==> src/rtl/secuenciador_ciclo.sv <==
// rtl/secuenciador_ciclo.sv - drum cycle sequencer: turns a service grant into timed fill/wash/drain/rinse/spin/dry phases
module secuenciador_ciclo #(
    parameter int CW      = 8,
    parameter int T_FILL  = 20,
    parameter int T_WASH  = 40,
    parameter int T_DRAIN = 10,
    parameter int T_RINSE = 20,
    parameter int T_SPIN  = 15,
    parameter int T_DRY   = 50
) (
    input  logic       clk,
    input  logic       reset,
    input  logic       start_secado,
    input  logic       start_lavado,
    input  logic       start_lavado_pesado,
    input  logic       door_closed,
    input  logic       stop,
    output logic       busy,
    output logic       door_lock,
    output logic       valve_in,
    output logic       pump_out,
    output logic       motor,
    output logic       motor_fast,
    output logic       heater,
    output logic [2:0] phase,
    output logic       done,
    output logic       error
);

    typedef enum logic [2:0] {
        S_IDLE  = 3'd0,
        S_FILL  = 3'd1,
        S_WASH  = 3'd2,
        S_DRAIN = 3'd3,
        S_RINSE = 3'd4,
        S_SPIN  = 3'd5,
        S_DRY   = 3'd6,
        S_FAULT = 3'd7
    } state_t;

    localparam longint MAXV = (64'd1 << CW) - 64'd1;

    // Load value is T-1, clamped to all-ones when the timer is too narrow.
    function automatic logic [CW-1:0] sat_load(input int t);
        longint tm1;
        tm1 = longint'(t) - 64'd1;
        if (tm1 > MAXV)
            return '1;
        else
            return CW'(tm1);
    endfunction

    localparam logic [CW-1:0] L_FILL  = sat_load(T_FILL);
    localparam logic [CW-1:0] L_WASH  = sat_load(T_WASH);
    localparam logic [CW-1:0] L_WASH2 = sat_load(2 * T_WASH);
    localparam logic [CW-1:0] L_DRAIN = sat_load(T_DRAIN);
    localparam logic [CW-1:0] L_RINSE = sat_load(T_RINSE);
    localparam logic [CW-1:0] L_SPIN  = sat_load(T_SPIN);
    localparam logic [CW-1:0] L_DRY   = sat_load(T_DRY);

    state_t        state_q, state_d;
    logic [CW-1:0] timer_q, timer_d;
    logic          pesado_q, pesado_d;
    logic          rinse_q, rinse_d;
    logic          abort_q, abort_d;

    logic busy_q, busy_d;
    logic door_lock_q, door_lock_d;
    logic valve_in_q, valve_in_d;
    logic pump_out_q, pump_out_d;
    logic motor_q, motor_d;
    logic motor_fast_q, motor_fast_d;
    logic heater_q, heater_d;
    logic done_q, done_d;
    logic error_q, error_d;

    logic any_start;
    logic reject;
    logic expired;

    always_comb begin
        state_d   = state_q;
        timer_d   = (timer_q == '0) ? '0 : timer_q - 1'b1;
        pesado_d  = pesado_q;
        rinse_d   = rinse_q;
        abort_d   = abort_q;
        reject    = 1'b0;
        done_d    = 1'b0;
        any_start = start_lavado_pesado | start_lavado | start_secado;
        expired   = (timer_q == '0);

        case (state_q)
            S_IDLE: begin
                pesado_d = 1'b0;
                rinse_d  = 1'b0;
                abort_d  = 1'b0;
                timer_d  = '0;
                if (any_start) begin
                    if (!door_closed) begin
                        reject = 1'b1;
                    end else if (start_lavado_pesado) begin
                        state_d  = S_FILL;
                        pesado_d = 1'b1;
                    end else if (start_lavado) begin
                        state_d = S_FILL;
                    end else begin
                        state_d = S_DRY;
                    end
                end
            end
            S_FAULT: begin
                if (stop && door_closed)
                    state_d = S_IDLE;
            end
            default: begin
                // Door-open beats stop, which beats timer expiry.
                if (!door_closed) begin
                    state_d = S_FAULT;
                end else if (stop && (state_q == S_FILL || state_q == S_WASH ||
                                      state_q == S_RINSE)) begin
                    state_d = S_DRAIN;
                    rinse_d = 1'b0;
                    abort_d = 1'b1;
                end else if (stop && (state_q == S_DRY || state_q == S_SPIN)) begin
                    state_d = S_IDLE;
                end else begin
                    if (stop && state_q == S_DRAIN)
                        abort_d = 1'b1;
                    if (expired) begin
                        case (state_q)
                            S_FILL:  state_d = rinse_q ? S_RINSE : S_WASH;
                            S_WASH:  state_d = S_DRAIN;
                            S_RINSE: state_d = S_DRAIN;
                            S_DRAIN: begin
                                if (abort_q || stop) begin
                                    state_d = S_IDLE;
                                end else if (rinse_q) begin
                                    state_d = S_SPIN;
                                    rinse_d = 1'b0;
                                end else if (pesado_q) begin
                                    state_d = S_FILL;
                                    rinse_d = 1'b1;
                                end else begin
                                    state_d = S_SPIN;
                                end
                            end
                            S_SPIN, S_DRY: begin
                                state_d = S_IDLE;
                                done_d  = 1'b1;
                            end
                            default: state_d = S_FAULT;
                        endcase
                    end
                end
            end
        endcase

        if (state_d != state_q) begin
            case (state_d)
                S_FILL:  timer_d = L_FILL;
                S_WASH:  timer_d = pesado_d ? L_WASH2 : L_WASH;
                S_DRAIN: timer_d = L_DRAIN;
                S_RINSE: timer_d = L_RINSE;
                S_SPIN:  timer_d = L_SPIN;
                S_DRY:   timer_d = L_DRY;
                default: timer_d = '0;
            endcase
        end

        // Actuators follow the state being entered so they line up with phase.
        busy_d       = (state_d != S_IDLE);
        door_lock_d  = (state_d != S_IDLE);
        valve_in_d   = (state_d == S_FILL);
        pump_out_d   = (state_d == S_DRAIN) || (state_d == S_SPIN) || (state_d == S_FAULT);
        motor_d      = (state_d == S_WASH) || (state_d == S_RINSE) || (state_d == S_DRY);
        motor_fast_d = (state_d == S_SPIN);
        heater_d     = (state_d == S_DRY) || ((state_d == S_WASH) && pesado_d);
        error_d      = reject || (state_d == S_FAULT);
    end

    always_ff @(posedge clk) begin
        if (reset) begin
            state_q      <= S_IDLE;
            timer_q      <= '0;
            pesado_q     <= 1'b0;
            rinse_q      <= 1'b0;
            abort_q      <= 1'b0;
            busy_q       <= 1'b0;
            door_lock_q  <= 1'b0;
            valve_in_q   <= 1'b0;
            pump_out_q   <= 1'b0;
            motor_q      <= 1'b0;
            motor_fast_q <= 1'b0;
            heater_q     <= 1'b0;
            done_q       <= 1'b0;
            error_q      <= 1'b0;
        end else begin
            state_q      <= state_d;
            timer_q      <= timer_d;
            pesado_q     <= pesado_d;
            rinse_q      <= rinse_d;
            abort_q      <= abort_d;
            busy_q       <= busy_d;
            door_lock_q  <= door_lock_d;
            valve_in_q   <= valve_in_d;
            pump_out_q   <= pump_out_d;
            motor_q      <= motor_d;
            motor_fast_q <= motor_fast_d;
            heater_q     <= heater_d;
            done_q       <= done_d;
            error_q      <= error_d;
        end
    end

    assign busy       = busy_q;
    assign door_lock  = door_lock_q;
    assign valve_in   = valve_in_q;
    assign pump_out   = pump_out_q;
    assign motor      = motor_q;
    assign motor_fast = motor_fast_q;
    assign heater     = heater_q;
    assign phase      = state_q;
    assign done       = done_q;
    assign error      = error_q;

endmodule
==> config.mk <==
export PLATFORM = sky130hd
export DESIGN_NAME = secuenciador_ciclo
export DESIGN_NICKNAME = d
export VERILOG_FILES = /design/src/rtl/secuenciador_ciclo.sv
export SDC_FILE = /design/constraint.sdc
export NUM_CORES = 1
export LEC_CHECK = 0
export ABC_CLOCK_PERIOD_IN_PS = 2630
export BUFFER_PORTS_ARGS = -buffer_cell sky130_fd_sc_hd__clkbuf_2
export CAP_MARGIN = 20
export CORE_UTILIZATION = 50
export CTS_CLUSTER_SIZE = 12
export DETAILED_ROUTE_END_ITERATION = 8
export PLACE_DENSITY_LB_ADDON = 0.12
export SYNTH_ARGS = -nofsm -noshare
export SYNTH_HDL_FRONTEND = slang
export SYNTH_SLANG_ARGS = --single-unit
==> constraint.sdc <==
create_clock -name clk -period 2.63 [get_ports clk]
set_input_delay 0.1315 -clock clk [delete_from_list [all_inputs] [get_ports clk]]
set_output_delay 0.1315 -clock clk [all_outputs]
set_load 0.005 [all_outputs]
==> reports/results.tsv <==
metric	value	unit
vias in the first global route	1374	
CTS clock-pin slew for the worst setup and hold paths	0.12	ns
synthesized flop and latch total	22	
H-tree lvl count	1	
Startpoint Class	flop	
top_reg_cell synth	dfxtp_1	
total number of vias	1538	
CP max FO	7	
filler instances	208	
Setup WS pre-CTS	-0.143	ns
Slew @ Worst Pin	0.443	ns
pin count of the biggest net entering global routing	22	
crit path kind	reg -> reg	
Cell Area, Synth	1420	µm²
placer congestion estimate	0.874	
hold_buf cts	0	
Max Clock Skew	0.00492	ns
row count	18	
Seq/Total Area, Yosys	0.309	
status	finished with violations	
clock root buffer	clkbuf_4	
Max-Cap Viols	0	
largest cells by area after synthesis	dfxtp_1, nor3_1, nor2_1, a21oi_1, nand2_1	
cell area after layout	1860	µm²
RSZ-0062 raised after global routing	true	
CP dominant cell by count	a211o_1	
share of the synthesized area in the top cell type	0.309	
die width	55.4	µm
Worst Path Required	2.87	ns
Peak VDD IR	0.923	mV
Clock Latency Late Sink	0.30	ns
final worst setup slack	-0.0238	ns
Initial Util	0.550	
max incr delay on CP	0.60	ns
failing checks	setup timing	
I/O Buffers	18	
CP arrival	2.89	ns
Worst slew margin	0.702	
NumNets Final	232	
Syn-to-layout area delta	30.4	%
via-per-instance ratio	6.10	
post-synth cell types	53	
PD cells	1410	nW/µm²
DPL Wire Length	2.71	mm
Synthesized Nets	191	
Congestion Overflow GR	0	
number of I/O pins	19	
Iter 0 DRT Violations	79	
Post-synth EDFFs	0	
total CTS buffers	3	
initial antenna violation count	0	
final slew viol count	0	
Wirelength per Cell	15.8	µm
Post-DP Area	1650	µm²
Async SR Flop Fraction	0	
fin cells	252	
most common cell after layout, fill and taps aside	buf_4	
Antenna Violating Nets Remaining	0	
area of the die	3070	µm²
HP Class	in -> reg	
layout cells sized above 1	0.356	
CTS tree	built	
placed cell count	239	
Cell Chain, Critical Path	or4_4 > or2_1 > o31ai_4 > a211o_1 > a211o_1 > or3b_1 > a21oi_1	
CTS max path bufs	2	
fin util	0.717	
leading area contributor after synthesis	dfxtp_1	
Worst setup EP type	flop	
Warnings, synthesis	0	
final hold violation count	0	
final setup vio count	3	
Total GRT Usage	0.247	
ant diodes	0	
Fmax	377	MHz
Final min period	2.65	ns
slowest cell on the critical path	or4_4	
DRC Markers	0	
die height	55.4	µm
fin crit share	1.01	
Avg Inst Size Synth	7.82	µm²
synthesized instance count	182	
Placeable Area	2590	µm²
clk sinks	22	
1st-pass router iterations	4	
Routed WL	3.99	mm
most frequent cells in the layout	buf_4, dfxtp_1, clkbuf_2	
leakage power	0.758	nW
global-route wire length before repair	6.16	mm
where the power goes:
part | switching [mW] | internal, mW
logic | 1.01 | 0.905
registers | 0.0807 | 0.436
clock network | 0.101 | 0.0844
total | 1.20 | 1.43
metal layers:
| layer | GRT usage | share of wire |
|---|---|---|
| met1 | 0.336 | 0.45 |
| met5 | 0 | 0 |
| met2 | 0.386 | 0.49 |
| met3 | 0.0515 | 0.057 |
| met4 | 0.0893 | 0.0058 |
sequential cells by signal, indices dropped and copies added (netlist names):
register / cells
error: 1
valve_in: 1
timer_q: 8
motor_fast: 1
phase: 3
done: 1
pump_out: 1
heater: 1
motor: 1
abort_q: 1
pesado_q: 1
rinse_q: 1
door_lock: 1
cell families (layout without fill, tap and decap cells):
logic type | Yosys count | after routing | share of synthesized area
AOI/OAI and AO/OA | 49 | 50 | 0.242
adders and majority gates | 2 | 2 | 0.0176
xor gates and xnor gates | 7 | 7 | 0.0431
buffers and inverters | 23 | 62 | 0.0756
DFF | 22 | 22 | 0.309
and+or+nand+nor | 78 | 78 | 0.306
muxes | 1 | 1 | 0.00703
what timing repair did:
item / CTS / global route
buffers inserted: 2 / 6
endpoints found under the hold margin: 0 / 0
resized for setup: 5 / 18
endpoints found under the setup margin: 9 / 10
pin swaps: 5 / 14
gates cloned: 1 / 0
synth_stat cells (3+ instances only):
library cell / n
o21ai_0: 8
a31oi_1: 4
nand3_1: 3
a211oi_1: 5
a211o_1: 3
xnor2_1: 5
dfxtp_1: 22
nor2_1: 15
and3_1: 4
clkbuf_1: 9
a21oi_1: 11
o31ai_1: 3
or4_1: 3
nand2b_1: 3
nand2_1: 12
or3_1: 4
inv_1: 8
nor3_1: 13
per-stage QoR:
| stage | total power [mW] | TNS [ns] | hold WS, ns |
|---|---|---|---|
| after detailed placement | 2.05 | -0.694 | 0.488 |
| final | 2.62 | -0.0436 | 0.168 |
| after global routing | 2.81 | -0.583 | 0.163 |
| after floorplan | 1.54 | 0 | 0.314 |
| after CTS | 2.35 | -0.00455 | 0.162 |
| after global placement | 2.02 | -0.0878 | 0.487 |
path summary, 6_finish.rpt:
check,start,cells after the start,endpoint,slack (ns)
min,door_closed,3,done$_SDFF_PP0_,0.17
max,timer_q[5]$_SDFF_PP0_,7,timer_q[6]$_SDFF_PP0_,-0.02
max reg2reg,timer_q[5]$_SDFF_PP0_,7,timer_q[6]$_SDFF_PP0_,-0.02
min reg2reg,rinse_q$_SDFFE_PP0P_,2,rinse_q$_SDFFE_PP0P_,0.52
worst max-delay path, delay by kind of cell (launching register included):
family,cells,cell delay (ns)
AOI/OAI and AO/OA,4,0.93
and+or+nand+nor,3,1.29
DFF,1,0.36
cell type report:
cell class                      count  area (µm²)  share of cell area
Inverter                            8        30.0              0.0162
Timing Repair Buffer               50         334               0.180
Clock buffer                        4        36.3              0.0195
Sequential cell                    22         445               0.240
Multi-Input combinational cell    138         973               0.524
Tap cell                           30        37.5              0.0202
Note: power is estimated with default switching activity, not from simulation.
